### src/rtl/multicycle_controller.sv
// Multicycle RV32I control FSM: sequences fetch/decode/execute/memory/writeback over one shared
// req/ready memory port and counts retired instructions. Define ILLEGAL_TRAP_EN to trap on illegal opcodes.
module multicycle_controller #(
  parameter int CNT_W  = 32,
  parameter bit ONEHOT = 1'b0
) (
  input  logic             clk,
  input  logic             reset,
  input  logic [6:0]       opcode,
  input  logic             mem_ready,
  output logic             mem_req,
  output logic             adr_src,
  output logic             mem_write,
  output logic             ir_write,
  output logic             pc_write,
  output logic             branch,
  output logic             reg_write,
  output logic [1:0]       result_src,
  output logic [1:0]       alu_src_a,
  output logic [1:0]       alu_src_b,
  output logic [1:0]       alu_op,
  output logic [2:0]       imm_src,
  output logic [CNT_W-1:0] instret,
  output logic             illegal
);

  localparam logic [6:0] OP_LOAD   = 7'b0000011;
  localparam logic [6:0] OP_STORE  = 7'b0100011;
  localparam logic [6:0] OP_RTYPE  = 7'b0110011;
  localparam logic [6:0] OP_ITYPE  = 7'b0010011;
  localparam logic [6:0] OP_BRANCH = 7'b1100011;
  localparam logic [6:0] OP_JAL    = 7'b1101111;
  localparam logic [6:0] OP_JALR   = 7'b1100111;
  localparam logic [6:0] OP_LUI    = 7'b0110111;
  localparam logic [6:0] OP_AUIPC  = 7'b0010111;

  typedef enum logic [3:0] {
    S_IDLE, S_FETCH, S_DECODE, S_MEMADR, S_MEMREAD, S_MEMWB, S_MEMWRITE, S_EXECR,
    S_EXECI, S_ALUWB, S_BRANCH, S_JAL, S_JALR, S_LINK, S_LUI, S_TRAP
  } state_e;

  // The enum only names the states; the register encoding is chosen by ONEHOT.
  localparam int SW = ONEHOT ? 16 : 4;

  function automatic logic [SW-1:0] enc(input state_e s);
    if (ONEHOT) return SW'(1) << s;
    else        return SW'(s);
  endfunction

  localparam logic [SW-1:0] ST_IDLE     = enc(S_IDLE);
  localparam logic [SW-1:0] ST_FETCH    = enc(S_FETCH);
  localparam logic [SW-1:0] ST_DECODE   = enc(S_DECODE);
  localparam logic [SW-1:0] ST_MEMADR   = enc(S_MEMADR);
  localparam logic [SW-1:0] ST_MEMREAD  = enc(S_MEMREAD);
  localparam logic [SW-1:0] ST_MEMWB    = enc(S_MEMWB);
  localparam logic [SW-1:0] ST_MEMWRITE = enc(S_MEMWRITE);
  localparam logic [SW-1:0] ST_EXECR    = enc(S_EXECR);
  localparam logic [SW-1:0] ST_EXECI    = enc(S_EXECI);
  localparam logic [SW-1:0] ST_ALUWB    = enc(S_ALUWB);
  localparam logic [SW-1:0] ST_BRANCH   = enc(S_BRANCH);
  localparam logic [SW-1:0] ST_JAL      = enc(S_JAL);
  localparam logic [SW-1:0] ST_JALR     = enc(S_JALR);
  localparam logic [SW-1:0] ST_LINK     = enc(S_LINK);
  localparam logic [SW-1:0] ST_LUI      = enc(S_LUI);
  localparam logic [SW-1:0] ST_TRAP     = enc(S_TRAP);

  logic [SW-1:0]    state_q, state_d;
  logic [CNT_W-1:0] instret_q, instret_d;
  logic             retire;

  always_ff @(posedge clk or posedge reset) begin
    if (reset) begin
      state_q   <= ST_IDLE;
      instret_q <= '0;
    end else begin
      state_q   <= state_d;
      instret_q <= instret_d;
    end
  end

  always_comb begin
    state_d = state_q;
    case (state_q)
      ST_IDLE:     state_d = ST_FETCH;
      ST_FETCH:    if (mem_ready) state_d = ST_DECODE;
      ST_DECODE: begin
        case (opcode)
          OP_LOAD, OP_STORE: state_d = ST_MEMADR;
          OP_RTYPE:          state_d = ST_EXECR;
          OP_ITYPE:          state_d = ST_EXECI;
          OP_BRANCH:         state_d = ST_BRANCH;
          OP_JAL:            state_d = ST_JAL;
          OP_JALR:           state_d = ST_JALR;
          OP_LUI:            state_d = ST_LUI;
          OP_AUIPC:          state_d = ST_ALUWB;
`ifdef ILLEGAL_TRAP_EN
          default:           state_d = ST_TRAP;
`else
          default:           state_d = ST_FETCH;
`endif
        endcase
      end
      ST_MEMADR:   state_d = (opcode == OP_STORE) ? ST_MEMWRITE : ST_MEMREAD;
      ST_MEMREAD:  if (mem_ready) state_d = ST_MEMWB;
      ST_MEMWB:    state_d = ST_FETCH;
      ST_MEMWRITE: if (mem_ready) state_d = ST_FETCH;
      ST_EXECR:    state_d = ST_ALUWB;
      ST_EXECI:    state_d = ST_ALUWB;
      ST_ALUWB:    state_d = ST_FETCH;
      ST_BRANCH:   state_d = ST_FETCH;
      ST_JAL:      state_d = ST_ALUWB;
      ST_JALR:     state_d = ST_LINK;
      ST_LINK:     state_d = ST_FETCH;
      ST_LUI:      state_d = ST_FETCH;
      ST_TRAP:     state_d = ST_TRAP;
      default:     state_d = ST_IDLE;
    endcase
  end

  always_comb begin
    mem_req    = 1'b0;
    adr_src    = 1'b0;
    mem_write  = 1'b0;
    ir_write   = 1'b0;
    pc_write   = 1'b0;
    branch     = 1'b0;
    reg_write  = 1'b0;
    result_src = 2'b00;
    alu_src_a  = 2'b00;
    alu_src_b  = 2'b00;
    alu_op     = 2'b00;
    case (state_q)
      ST_FETCH: begin
        mem_req = 1'b1;
        // PC+4 is computed and written back in the same cycle the instruction arrives.
        if (mem_ready) begin
          ir_write   = 1'b1;
          pc_write   = 1'b1;
          alu_src_b  = 2'b10;
          result_src = 2'b10;
        end
      end
      ST_DECODE: begin
        alu_src_a = 2'b01;
        alu_src_b = 2'b01;
      end
      ST_MEMADR: begin
        alu_src_a = 2'b10;
        alu_src_b = 2'b01;
      end
      ST_MEMREAD: begin
        mem_req = 1'b1;
        adr_src = 1'b1;
      end
      ST_MEMWB: begin
        result_src = 2'b01;
        reg_write  = 1'b1;
      end
      ST_MEMWRITE: begin
        mem_req   = 1'b1;
        mem_write = 1'b1;
        adr_src   = 1'b1;
      end
      ST_EXECR: begin
        alu_src_a = 2'b10;
        alu_op    = 2'b10;
      end
      ST_EXECI: begin
        alu_src_a = 2'b10;
        alu_src_b = 2'b01;
        alu_op    = 2'b10;
      end
      ST_ALUWB:  reg_write = 1'b1;
      ST_BRANCH: begin
        alu_src_a = 2'b10;
        alu_op    = 2'b01;
        branch    = 1'b1;
      end
      ST_JAL: begin
        alu_src_a = 2'b01;
        alu_src_b = 2'b10;
        pc_write  = 1'b1;
      end
      ST_JALR: begin
        alu_src_a  = 2'b10;
        alu_src_b  = 2'b01;
        result_src = 2'b10;
        pc_write   = 1'b1;
      end
      ST_LINK: begin
        alu_src_a  = 2'b01;
        alu_src_b  = 2'b10;
        result_src = 2'b10;
        reg_write  = 1'b1;
      end
      ST_LUI: begin
        result_src = 2'b11;
        reg_write  = 1'b1;
      end
      default: ;
    endcase
  end

  always_comb begin
    case (opcode)
      OP_STORE:         imm_src = 3'b001;
      OP_BRANCH:        imm_src = 3'b010;
      OP_JAL:           imm_src = 3'b011;
      OP_LUI, OP_AUIPC: imm_src = 3'b100;
      default:          imm_src = 3'b000;
    endcase
  end

  // Staying in FETCH while waiting, or leaving IDLE, does not retire anything.
  assign retire    = (state_d == ST_FETCH) && (state_q != ST_IDLE) && (state_q != ST_FETCH);
  assign instret_d = retire ? instret_q + CNT_W'(1) : instret_q;
  assign instret   = instret_q;

`ifdef ILLEGAL_TRAP_EN
  assign illegal = (state_q == ST_TRAP);
`else
  assign illegal = 1'b0;
`endif

endmodule

### config.mk
export PLATFORM = sky130hd
export DESIGN_NAME = multicycle_controller
export DESIGN_NICKNAME = d
export VERILOG_FILES = /design/src/rtl/multicycle_controller.sv
export SDC_FILE = /design/constraint.sdc
export NUM_CORES = 1
export LEC_CHECK = 0
export ABC_AREA = 1
export ABC_CLOCK_PERIOD_IN_PS = 5450
export CORE_ASPECT_RATIO = 1.25
export CORE_UTILIZATION = 53
export DETAILED_ROUTE_END_ITERATION = 7
export PLACE_DENSITY = 0.95
export SLEW_MARGIN = 20
export SYNTH_ARGS = -nofsm -noshare
export SYNTH_HDL_FRONTEND = slang
export SYNTH_SLANG_ARGS = --single-unit
### constraint.sdc
create_clock -name clk -period 5.45 [get_ports clk]
set_input_delay 1.09 -clock clk [delete_from_list [all_inputs] [get_ports clk]]
set_output_delay 1.09 -clock clk [all_outputs]
set_load 0.05 [all_outputs]
### Yosys cells after proc, flatten, opt, wreduce, memory -nomap -nowiden

Index checks and enable logic that the tools add are counted.

* bits of input ports: 10
* output and inout bits: 51
* logic and storage cells: 67
* bits in registers: 36

* add/sub/neg operators: 1
* equality and inequality tests: 26
* muxes and demuxes: 20
* reductions and logical operators: 18

Operator list (number)
* $pmux 4 s9: 1
* $add 32x1->32 const B: 1
* $eq 4x4->1 const B: 8
* $pmux 4 s8: 1
* $eq 7x6->1 const B: 3
* $eq 7x7->1 const B: 3
* $eq 4x3->1 const B: 4
* $eq 7x5->1 const B: 2
* $reduce_or 2->1: 7
* $mux 4: 3
* $pmux 3 s4: 1
* $reduce_or 3->1: 3
* $eq 4x1->1 const B: 2
* $eq 4x2->1 const B: 2
* $pmux 2 s2: 2
* $pmux 2 s4: 1
* $reduce_or 4->1: 2
* $eq 7x2->1 const B: 1
* $mux 1: 7
* $pmux 2 s3: 1
* $reduce_or 6->1: 1
* $reduce_or 5->1: 1
* $logic_not 4->1: 1
* $mux 2: 2
* 4 further kinds: 5

### Longest topological paths before layout

Gate-level depths: netlist (run 1).

* depth in word-level cells: 7
* mapped depth: 15
* depth with buffers taken out: 14

### Worst setup path after synthesis (run 1)

OpenSTA, ideal clock, no wires.

* path kind: input-to-output
* from: input mem_ready
* to: output result_src[1]
* arrival: 2.676 ns
* cell stages on the path: 4
* path slack: 1.684 ns
* path buffers: 0
* data required time: 4.360 ns
* path through: inv_1 > nor2_1 > inv_1 > o21ai_0

* word-level cells in the longest chain between the ends: 2

Ends and longest elaborated chain
* from (decl): line 10 `input logic mem_ready,`
* $mux 2: line 136 `if (mem_ready) begin`
* $pmux 2 s4: line 132 `case (state_q)`
* to (decl): line 18 `output logic [1:0] result_src,`

No other way between the ends.

### Worst setup path after layout (run 1)

* from: input opcode[5]
* to: output imm_src[0]

* word-level cells in the longest chain between the ends: 3
* elaborated cells between the ends (all ways): 7
* classes of those cells: eq/ne: 5; mux: 1; reduce/logical: 1

Ends and longest elaborated chain
* from (decl): line 9 `input logic [6:0] opcode,`
* $eq 7x5->1 / $eq 7x6->1 (equally long branches): line 205 `case (opcode)`
* $reduce_or 2->1: line 205
* $pmux 3 s4 *: line 205
* to (decl): line 22 `output logic [2:0] imm_src,`

Mark *: on every way between the ends. The rest lies on a longest branch, timed or not.

==> run summary, run 1 <==
outcome: finished, final reports clean
r2r worst-path depth: 11
clock buffer depth: 2
Final TNS setup: 0 ns
grt total ovfl: 0
Root Driver: clkbuf_8
area leader, netlist: dfrtp_1
RSZ-0062 raised after global routing: no
Mapped Nets: 441
GRT Overall Usage: 28.3%
Residual DRC: 0
CTS tree: built
ys async rst share: 100%
Setup Skew: 0.0116 ns
Warnings, synthesis: 0
Ports: 61
total number of vias: 2981
Worst Slack Setup Final: 1.48 ns
final wirelength: 6990 um
# H-tree levels: 2
chip width: 65.5 um
cell row count: 28
CP Data Required Time: 4.36 ns
FILL cells: 388
post-cts repair resize count: 0
PD cells: 400 nW/um^2
Num CTS Buffers: 5
CP cell instances: clkdlybuf4s50_1, nand3_1, inv_1, nand2_1, o21ai_0, clkdlybuf4s50_1
count of different cell masters after synthesis: 28
Routed WL per cell: 12.7 um
number of global-route vias before repair: 2835
Vias per Instance: 5.42
Synth top cells by count: nand2_1, inv_1, nand3_1, nor2_1, dfrtp_1
core area: 4800 um^2
Max Cap Viol: 0
most used cell, CP: clkdlybuf4s50_1
Place WS: 1.49 ns
antenna cells: 0
die height: 81.4 um
slowest CP cell: clkdlybuf4s50_1
Fmax achieved: 252 MHz
worst slew pin tran: 0.740 ns
largest net degree at the start of global routing: 37
cts hold-fix bufs: 0
post-DP HPWL: 5100 um
crit path max fanout: 5
Clock Sinks: 36
period utilization: 72.9%
Adder-Cell Fraction of Synth Area: 0.468%
critical path startpoint category: primary input
Post-synth EDFFs: 0
top cells by area, synth: dfrtp_1, nand2_1, inv_1
post-synthesis xor/xnor area fraction: 1.97%
count of input and output buffers: 59
GP Congestion: 0.937
crit path kind: in2out
initial antenna violation count: 0
most common cell in the synthesized netlist: nand2_1
family with the most delay on the worst path: buffers and inverters
R2R Setup Slk: 2.69 ns
Final Hold Fails: 0
main combinational cell family by area after synthesis: simple AND/OR/NAND/NOR gates
nets@finish: 500
initial core utilization: 55.7%
prevailing post-synth register cell: dfrtp_1
nature of the critical path endpoint: output port
reg2reg end: instret[27]
post-synth top area share: 33.7%
final setup fails: 0
worst vdd ir: 0.000455 V
violation count after the first detailed-route iteration: 256
Tmin final: 3.97 ns
Lkg Pwr: 1.66 nW
area grow syn2layout: 26.3%
cell count after synthesis: 430
Post-CTS Setup Inserts: 0
post-route ant nets: 0
Finished Core Util: 70.3%
max_slew headroom: 50.5%
Critical Path Max Stage Delay: 0.83 ns
DR pass1 iterations: 5
sequential area share after synthesis: 33.7%
Buffers & Inverters on Critical Path: 3
critical path launch point: opcode[5]
clock latency on the worst-skew pair: 0.30 ns
FF+latch count, synth: 36
fin. max-slew vios: 0
die area: 5330 um^2
Worst R2R Start: state_q[0]
first-pass GRT wire length: 11800 um
worst hold path type: reg2reg
WP depth: 6
Syn Area/Cell: 6.22 um^2
post-synthesis mux area share: 0%
Synth Cell Area: 2670 um^2
Critical Path End: imm_src[0]
Clock Pin Slew Worst Setup and Hold Paths: 0.07 ns
layout cells sized above 1: 6.73%
simple-gate share of the synthesized area: 47.5%
CP Data Arrival Time: 2.88 ns
Compound-Gate Fraction of Synth Area: 2.57%
[area by class of cell]
cell class | count | area, um^2 | area share [%]
repair buffers | 61 | 606 | 17.9
clock buffers | 6 | 72.6 | 2.15
multi-input cells | 311 | 1410 | 41.7
inverters | 74 | 278 | 8.23
flip-flops and latches | 36 | 901 | 26.7
well taps | 60 | 75.1 | 2.22
clock inverters | 2 | 35.0 | 1.04
[metrics by stage]
| step | cells | area, um^2 | hold WS (ns) | power (mW) |
|---|---|---|---|---|
| floorplan | 430 | 2670 | 0.739 | 0.997 |
| global placement | 542 | 3270 | 0.488 | 1.09 |
| detailed placement | 542 | 3270 | 0.491 | 1.10 |
| CTS | 550 | 3380 | 0.508 | 1.35 |
| global route | 550 | 3380 | 0.528 | 1.42 |
| finish | 550 | 3380 | 0.499 | 1.35 |
[worst min path at each step]
stage	slack [ns]	endpoint	depth (start not counted)	startpoint
2_1_floorplan	0.74	state_q[3]	4	state_q[1]
3_3_place_gp	0.49	instret[3]	2	instret[3]
3_5_place_dp	0.49	instret[3]	2	instret[3]
4_1_cts	0.51	instret[3]	2	instret[3]
5_1_grt	0.53	instret[3]	2	instret[3]
6_report	0.50	instret[3]	2	instret[3]
[routing by layer]
metal	share of wire (%)	vias to the layer above	routed length [um]	track usage, %
met5	0	-	0	0
met4	3.4	0	239	16.7
li1	-	1442	-	-
met3	5.2	27	362	5.28
met2	53	135	3710	51.2
met1	38	1377	2680	30.3
[logic make-up after synthesis]
group | count (synthesis)
AND/OR/NAND/NOR | 290
buffers and inverters | 83
flip-flops | 36
AO/OA/AOI/OAI | 13
XOR/XNOR | 6
adder cells (fa/ha/maj) | 1
other | 1
[cell usage in the layout (no fill, tap or decap), types with 4 or more instances in the layout]
cell type        instances
nand3_2                  5
nand3_1                 49
clkdlybuf4s50_1         59
inv_2                    7
clkbuf_8                 5
a21oi_1                  5
nand4_1                  7
nor2_2                   4
nor2_1                  42
dfrtp_1                 36
nor3_1                  14
nand2_1                158
o21ai_0                  6
inv_1                   67
[tightest hold or removal path: cells and delay by family, from the launching register on]
family,cells,cell delay [ns]
flip-flops,1,0.37
AND/OR/NAND/NOR,2,0.11
[power by group]
group	internal [mW]	switching (mW)	total [mW]
Sequential	0.294	0.0375	0.331
Combinational	0.201	0.578	0.779
Clock	0.136	0.102	0.238
[state kept, by name, summed over array words and instances, names as in the netlist]
name     count
instret     32
state_q      4
No activity file was read; power rests on OpenSTA's default activity.
==> inputs of run 2 (changes only) <==
--- a/config.mk
+++ b/config.mk
@@ -6,11 +6,11 @@
 export NUM_CORES = 1
 export LEC_CHECK = 0
 export ABC_AREA = 1
-export ABC_CLOCK_PERIOD_IN_PS = 5450
+export ABC_CLOCK_PERIOD_IN_PS = 3700
 export CORE_ASPECT_RATIO = 1.25
-export CORE_UTILIZATION = 53
+export CORE_UTILIZATION = 51
 export DETAILED_ROUTE_END_ITERATION = 7
-export PLACE_DENSITY = 0.95
+export PLACE_DENSITY = 0.93
 export SLEW_MARGIN = 20
 export SYNTH_ARGS = -nofsm -noshare
 export SYNTH_HDL_FRONTEND = slang
==> constraint.sdc (replaced) <==
create_clock -name clk -period 3.7 [get_ports clk]
set_input_delay 0.74 -clock clk [delete_from_list [all_inputs] [get_ports clk]]
set_output_delay 0.74 -clock clk [all_outputs]
set_load 0.05 [all_outputs]
==> run 2 against run 1 <==
Against the previous run: worst hold slack better by 0.016 ns; critical endpoint is now result_src[1]; via count down 1.5%; sequential cell count unchanged.
==> run summary, run 2 (same netlist as run 1, synthesis figures left out) <==
post-DP HPWL: 5200 um
period utilization: 88.8%
Max Cap Viol: 0
nature of the critical path endpoint: output port
layout cells sized above 1: 7.13%
PD cells: 586 nW/um^2
r2r worst-path depth: 12
total number of vias: 2937
R2R Setup Slk: 1.37 ns
first-pass GRT wire length: 11500 um
grt total ovfl: 0
max reg flops: 32
Hold Path End: instret[3]
Clock Pin Slew Worst Setup and Hold Paths: 0.08 ns
outcome: finished, final reports clean
crit path kind: in2out
Worst R2R Start: instret[0]
violation count after the first detailed-route iteration: 234
RSZ-0062 raised after global routing: no
largest net degree at the start of global routing: 58
GP Congestion: 0.968
hold path cells: 2
Final TNS setup: 0 ns
crit path max fanout: 5
Routed WL per cell: 12.2 um
post-route ant nets: 0
Buffers & Inverters on Critical Path: 4
Lkg Pwr: 1.67 nW
Residual DRC: 0
Tmin final: 3.29 ns
number of global-route vias before repair: 2802
GRT Overall Usage: 26.8%
final setup fails: 0
core area: 5040 um^2
CP Data Required Time: 2.96 ns
Ports: 61
Num CTS Buffers: 5
# H-tree levels: 2
Setup Skew: 0.0123 ns
Vias per Instance: 5.31
area grow syn2layout: 26.5%
worst slew pin tran: 0.692 ns
commonest non-fill, non-tap cells in the layout: nand2_1, inv_1, clkdlybuf4s50_1, nand3_1, nor2_1
cts hold-fix bufs: 0
fin. max-slew vios: 0
antenna cells: 0
final wirelength: 6770 um
most common cell after layout, fill and taps aside: nand2_1
CP Data Arrival Time: 2.55 ns
die area: 5540 um^2
worst hold path type: reg2reg
Root Driver: clkbuf_8
Finished Core Util: 67.1%
count of input and output buffers: 59
Final Hold Fails: 0
nets@finish: 501
HP Start: instret[3]
Critical Path Max Stage Delay: 0.83 ns
Clock Sinks: 36
worst hold slack: 0.515 ns
FILL cells: 455
WP depth: 6
post-cts repair resize count: 0
Post-CTS Setup Inserts: 0
max_slew headroom: 53.8%
critical path startpoint category: primary input
family with the most delay on the worst path: buffers and inverters
DR pass1 iterations: 7
slowest CP cell: clkdlybuf4s50_1
Fmax achieved: 304 MHz
initial core utilization: 53.0%
chip width: 66.8 um
clock latency on the worst-skew pair: 0.31 ns
reg2reg end: instret[30]
cell row count: 29
initial antenna violation count: 0
fin cells: 553
CP cell instances: clkdlybuf4s50_1, inv_1, nor2_1, inv_1, o21ai_0, clkdlybuf4s50_1
clock buffer depth: 2
worst vdd ir: 0.000570 V
CTS tree: built
die height: 83.0 um
placed insts: 545
run 2: routing by layer:
layer / global-route usage (%) / share of wire, %
met5: 0 / 0
met4: 13.7 / 2.2
met3: 5.91 / 5.5
met2: 47.7 / 54
met1: 28.4 / 38
run 2: where the power goes:
group | switching [mW] | total [mW] | internal [mW] | leakage [nW]
logic | 0.856 | 1.20 | 0.344 | 1.12
registers | 0.0499 | 0.483 | 0.433 | 0.494
clock network | 0.151 | 0.299 | 0.149 | 0.0510
run 2: worst max-delay path by stage:
stage,startpoint,endpoint,slack (ns)
after floorplan,mem_ready,result_src[1],0.63
after global placement,opcode[5],imm_src[0],0.49
after detailed placement,opcode[5],imm_src[0],0.45
after CTS,opcode[5],imm_src[0],0.43
after global routing,opcode[3],imm_src[1],0.31
final,mem_ready,result_src[1],0.41
run 2: area by class of cell:
| type | instances | area, um^2 | share of cell area, % |
|---|---|---|---|
| Inverter | 74 | 278 | 8.21 |
| Tap cell | 62 | 77.6 | 2.29 |
| Clock inverter | 2 | 10.0 | 0.296 |
| Timing Repair Buffer | 62 | 626 | 18.5 |
| Clock buffer | 6 | 82.6 | 2.44 |
| Multi-Input combinational cell | 311 | 1410 | 41.6 |
| Sequential cell | 36 | 901 | 26.6 |
run 2: worst reg2reg max path: cells and delay by family, from the launching register on:
family                   cells  cell delay (ns)
AND/OR/NAND/NOR             11             1.59
adder cells (fa/ha/maj)      1             0.21
flip-flops                   1             0.42
run 2: per-stage QoR:
step	power (mW)	worst slack, ns	cell area [um^2]
2_1_floorplan	1.47	0.634	2670
3_3_place_gp	1.65	0.486	3290
3_5_place_dp	1.68	0.446	3290
4_1_cts	1.98	0.431	3380
5_1_grt	2.09	0.306	3380
6_report	1.98	0.414	3380
